**config.mk**
```make
export PLATFORM = sky130hd
export DESIGN_NAME = serial_addsub_engine
export DESIGN_NICKNAME = d
export VERILOG_FILES = /design/src/rtl/serial_addsub_engine.sv
export SDC_FILE = /design/constraint.sdc
export NUM_CORES = 1
export LEC_CHECK = 0
export CELL_PAD_IN_SITES_DETAIL_PLACEMENT = 0
export CELL_PAD_IN_SITES_GLOBAL_PLACEMENT = 1
export CORE_MARGIN = 3
export CORE_UTILIZATION = 40
export DETAILED_ROUTE_END_ITERATION = 8
export PLACE_DENSITY_LB_ADDON = 0.1
export SETUP_SLACK_MARGIN = 0.02
export SYNTH_ARGS = -nofsm -noshare
export SYNTH_HDL_FRONTEND = slang
export SYNTH_SLANG_ARGS = --single-unit
```
**constraint.sdc**
```tcl
create_clock -name i_clk -period 10.7 [get_ports i_clk]
set_clock_uncertainty 0.2 [all_clocks]
set_input_delay 3.21 -clock i_clk [delete_from_list [all_inputs] [get_ports i_clk]]
set_output_delay 3.21 -clock i_clk [all_outputs]
set_load 0.1 [all_outputs]
```
**src/rtl/serial_addsub_engine.sv**
```systemverilog
// -----------------------------------------------------------------------------
// serial_addsub_engine
//
// Bit-serial adder/subtractor. Two operands arrive one bit per accepted cycle.
// The full-width result is computed in one cycle and then shifted out one bit
// per accepted cycle. The bit order is selectable and applies to the inputs and
// to the output.
//
// Parameters
//   DATA_WIDTH   operand/result width in bits (2..64)
//   MSB_FIRST    0 = LSB first, 1 = MSB first (inputs and output)
//
// Ports
//   i_clk          clock, rising edge
//   i_rst_n        asynchronous active-low reset
//   i_en           global enable; all state holds while low
//   i_a, i_b       serial operand bits
//   i_cin          carry-in, sampled with bit 0 of a word (add only)
//   i_sub          0 = add, 1 = subtract, sampled with bit 0 of a word
//   i_din_valid    operand bits valid this cycle
//   o_ready        operand bits accepted this cycle (LOAD phase)
//   o_dout         serial result bit
//   o_dout_valid   o_dout valid this cycle (SHIFT phase)
//   i_ready        downstream accepts o_dout this cycle
//   o_cout         carry-out (add) / no-borrow (sub) of the last result
//   o_ovf          two's-complement overflow of the last result
// -----------------------------------------------------------------------------
module serial_addsub_engine #(
    parameter int DATA_WIDTH = 16,
    parameter bit MSB_FIRST  = 1'b0
) (
    input  logic i_clk,
    input  logic i_rst_n,
    input  logic i_en,
    input  logic i_a,
    input  logic i_b,
    input  logic i_cin,
    input  logic i_sub,
    input  logic i_din_valid,
    output logic o_ready,
    output logic o_dout,
    output logic o_dout_valid,
    input  logic i_ready,
    output logic o_cout,
    output logic o_ovf
);

    localparam int              CNT_W    = $clog2(DATA_WIDTH);
    localparam logic [CNT_W-1:0] CNT_LAST = CNT_W'(DATA_WIDTH - 1);

    typedef enum logic [1:0] {
        LOAD  = 2'd0,
        CALC  = 2'd1,
        SHIFT = 2'd2
    } state_t;

    state_t                  state;
    logic [CNT_W-1:0]        bit_cnt;
    logic [DATA_WIDTH-1:0]   a_sr;
    logic [DATA_WIDTH-1:0]   b_sr;
    logic [DATA_WIDTH-1:0]   r_sr;
    logic                    cin_q;
    logic                    sub_q;
    logic                    in_acc;
    logic                    out_acc;
    logic [DATA_WIDTH+1:0]   calc_res;

    // Shift one bit into a register in the configured serial order. Used with
    // a zero input bit it also serves as the output shift.
    function automatic logic [DATA_WIDTH-1:0] shift_in(
        input logic [DATA_WIDTH-1:0] sr,
        input logic                  b
    );
        if (MSB_FIRST)
            return {sr[DATA_WIDTH-2:0], b};
        else
            return {b, sr[DATA_WIDTH-1:1]};
    endfunction

    // Returns {ovf, cout, sum}. Subtraction is A + ~B + 1, so cout is the
    // no-borrow flag and cin plays no part.
    function automatic logic [DATA_WIDTH+1:0] addsub(
        input logic [DATA_WIDTH-1:0] a,
        input logic [DATA_WIDTH-1:0] b,
        input logic                  cin,
        input logic                  sub
    );
        logic [DATA_WIDTH-1:0] bp;
        logic [DATA_WIDTH:0]   s;
        logic                  ovf;
        bp  = sub ? ~b : b;
        s   = {1'b0, a} + {1'b0, bp} + {{DATA_WIDTH{1'b0}}, (sub ? 1'b1 : cin)};
        ovf = (a[DATA_WIDTH-1] == bp[DATA_WIDTH-1]) &&
              (s[DATA_WIDTH-1] != a[DATA_WIDTH-1]);
        return {ovf, s};
    endfunction

    assign in_acc   = i_en & i_din_valid & o_ready;
    assign out_acc  = i_en & i_ready & o_dout_valid;
    assign calc_res = addsub(a_sr, b_sr, cin_q, sub_q);

    // The current result bit sits at the end of the register that leaves first.
    assign o_dout = MSB_FIRST ? r_sr[DATA_WIDTH-1] : r_sr[0];

    always_ff @(posedge i_clk or negedge i_rst_n) begin
        if (!i_rst_n) begin
            state        <= LOAD;
            bit_cnt      <= '0;
            a_sr         <= '0;
            b_sr         <= '0;
            r_sr         <= '0;
            cin_q        <= 1'b0;
            sub_q        <= 1'b0;
            o_cout       <= 1'b0;
            o_ovf        <= 1'b0;
            o_ready      <= 1'b1;
            o_dout_valid <= 1'b0;
        end else if (i_en) begin
            case (state)
                LOAD: begin
                    if (in_acc) begin
                        a_sr <= shift_in(a_sr, i_a);
                        b_sr <= shift_in(b_sr, i_b);
                        if (bit_cnt == '0) begin
                            cin_q <= i_cin;
                            sub_q <= i_sub;
                        end
                        if (bit_cnt == CNT_LAST) begin
                            bit_cnt <= '0;
                            o_ready <= 1'b0;
                            state   <= CALC;
                        end else begin
                            bit_cnt <= bit_cnt + CNT_W'(1);
                        end
                    end
                end
                CALC: begin
                    r_sr         <= calc_res[DATA_WIDTH-1:0];
                    o_cout       <= calc_res[DATA_WIDTH];
                    o_ovf        <= calc_res[DATA_WIDTH+1];
                    o_dout_valid <= 1'b1;
                    state        <= SHIFT;
                end
                SHIFT: begin
                    if (out_acc) begin
                        r_sr <= shift_in(r_sr, 1'b0);
                        if (bit_cnt == CNT_LAST) begin
                            bit_cnt      <= '0;
                            o_dout_valid <= 1'b0;
                            o_ready      <= 1'b1;
                            state        <= LOAD;
                        end else begin
                            bit_cnt <= bit_cnt + CNT_W'(1);
                        end
                    end
                end
                default: begin
                    bit_cnt      <= '0;
                    o_ready      <= 1'b1;
                    o_dout_valid <= 1'b0;
                    state        <= LOAD;
                end
            endcase
        end
    end

endmodule

```
==> metrics.cfg <==
[outcome]
status=finished, final reports clean

[setup_path]
cp-end-kind=flop
crit_family=simple AND/OR/NAND/NOR gates
cp_cell_sequence=clkdlybuf4s50_1, or4b_1, buf_4, or4b_4, mux2_4
crit_path_max_fanout=34
cp.arrival_ns=5.45
cpPeakStageDelay_ns=0.64
worstPathRequired_ns=10.71
path_buf_inv=2
cp-start-kind=input port
crit_type=in2reg
crit_slowest_cell=clkdlybuf4s50_1

[cells_and_area]
layout_commonest_cell=dfrtp_1
layout_common_cells=dfrtp_1 (59), nand2_1 (35), mux2_2 (31), o21ai_0 (30), a21oi_1 (23)
diodes=0
areaGrowthSynthToFinish_pct=12.4
final_nets=372
drive_above_1_share_pct=17.2
fill_cells=802

[route]
wirelength_um=6560
top_layer_used=met4
drt_iter0_markers=144
wl_met3_um=156
met2_wirelength_um=2680
vias=2374
antenna_left=0
route.detailed.drc=0
viasPerCell=5.23
drt_pass1_iterations=4
post_drt_wl_per_cell_um=14.4
wirelength_met1_um=3610

[worst_hold_path]
holdCritPathClass=reg2reg

[pwr]
internal_power_w=0.000349
p_per_area_nw_per_um2=115
sequentialPowerShare_pct=51.4
ir_worst_vdd_uv=46.8
power_leakage_nw=1.87
power_w=0.000441
sw_frac_of_total_pct=20.9
p_sw_w=0.0000923
comb_power_share_pct=1.8
power_frac_clock_pct=46.8

[synth]
yosysUniqueCellTypes=43
synth_edf_count=0
synth_fp_nets=361
synth-seq-cells=60
syn_inst=333
yosysWarningCount=0
avgSynthCellArea_um2=10.2
synth_flop_cell=dfrtp_1
netlist_area_um2=3400
ys_seq_area_share_pct=44.2
async_reset_ff_share_pct=100

[clock_tree]
cts-buffers-inserted=9
cts_hold_buf=0
clk_latency_ns=0.33
ctsRootBufferMaster=clkbuf_8
cts_resized=0
clk_pin_slew_worst_paths_ns=0.07
cts.sinks=60
htreeDepth=3
cts_setup_buffers=0
cts_tree=yes
cts_buffer_depth=2

[sta]
period_minus_slack_ns=5.44
grt_setup_unrepaired=no
period_share_pct=50.8
fmax_mhz=184
hold_viol_final=0
slew_viol_final=0
setup_ws_ns=5.26
slew_headroom_pct=27.5
tightest_slew_ns=1.09
setup_viol_count_final=0
finalSetupTns_ns=0

[placed_design]
portBuffers=13
pre_cts_ws_ns=4.94
hpwl_um=4640
gp_congestion=0.748

[floorplan]
io_pins=14
row_count=33
core_um2=8260
start_util_pct=41.2
dieHeight_um=98.2
die_w_um=98.2
die_area_um2=9650

[global_route]
overflow=0
grt_max_degree=61
grt_pass1_vias=2400
grt_antenna_before_repair=0
grt_first_pass_wirelength_um=11500
gr-usage-all-layers_pct=14.8

[run]
cap_violations=0

==> power groups by stage <==
stage / registers, W / logic (W) / clock network, W
after floorplan: 0.000231 / 0.000000552 / 0
after global placement: 0.000231 / 0.00000831 / 0
after detailed placement: 0.000231 / 0.00000842 / 0
after CTS: 0.000227 / 0.00000842 / 0.000213
after global routing: 0.000227 / 0.00000937 / 0.000223
final: 0.000227 / 0.00000785 / 0.000207
==> stage by stage <==
step | util (%) | area (um^2) | hold WS, ns | cells
after detailed placement | 43.9 | 3620 | 0.271 | 438
after floorplan | - | 3400 | 0.250 | 333
after global placement | 43.9 | 3620 | 0.264 | 438
after CTS | 46.3 | 3830 | 0.292 | 454
final | 46.3 | 3830 | 0.282 | 454
after global routing | 46.3 | 3830 | 0.314 | 454
==> final cells by class <==
cell class	instances	area [um^2]	area share [%]
multi-input combinational	249	1810	47.4
inverter	8	30.0	0.785
timing repair buffer	16	148	3.86
sequential	60	1500	39.3
clock buffer	12	155	4.05
tap	105	131	3.43
clock inverter	4	47.5	1.24
==> sequential cells by signal, indices dropped and copies added (netlist names), 2 cells and up <==
name     count
r_sr        16
state        2
b_sr        16
bit_cnt      4
a_sr        16
==> cell families (layout without fill, tap and decap cells) <==
group | after synthesis | count (layout) | share of synthesized area [%]
xor gates and xnor gates | 27 | 27 | 6.95
buffers and inverters | 24 | 40 | 2.72
AOI/OAI and AO/OA | 85 | 85 | 15.0
adders and majority gates | 19 | 19 | 7.43
DFF | 60 | 60 | 44.2
muxes | 37 | 37 | 12.3
and+or+nand+nor | 81 | 81 | 11.4
==> routing by layer <==
metal | vias to the layer above | track usage [%]
met5 | - | 0
li1 | 1207 | -
met2 | 30 | 21.0
met3 | 9 | 3.14
met4 | 0 | 6.41
met1 | 1128 | 21.7
==> worst min-delay path: stages (launching register included) <==
cell and delay, ns:
dfrtp_1 0.35, nand2_1 0.05, o31ai_1 0.05
==> cell usage after synthesis, types with 4 or more instances <==
cell | n | area share, %
nor3_1 | 5 | 0.74
inv_1 | 8 | 0.88
xnor2_1 | 7 | 1.8
and3_1 | 4 | 0.74
ha_1 | 17 | 6.2
nand2_1 | 35 | 3.9
nor2_1 | 15 | 1.7
a21o_1 | 5 | 1.1
a21oi_1 | 23 | 3.4
xor2_1 | 20 | 5.1
mux2_2 | 31 | 10
dfrtp_1 | 59 | 43
nor2b_1 | 5 | 0.92
o21ai_0 | 30 | 4.4
a211oi_1 | 4 | 0.88
nand2b_1 | 5 | 0.92
mux2i_1 | 4 | 1.2
clkbuf_1 | 14 | 1.5
==> path summary, 6_finish.rpt <==
check	endpoint	slack (ns)	cells past startpoint	from
setup / recovery	sub_q	5.26	5	i_en
hold / removal	o_ovf	0.28	2	o_ovf
setup reg to reg	r_sr[14]	6.93	10	sub_q
hold reg to reg	o_ovf	0.28	2	o_ovf
max in group asynchronous	a_sr[4]	6.98	2	i_rst_n
min in group asynchronous	state[0]	2.83	2	i_rst_n
No activity file was read; power rests on OpenSTA's default activity.
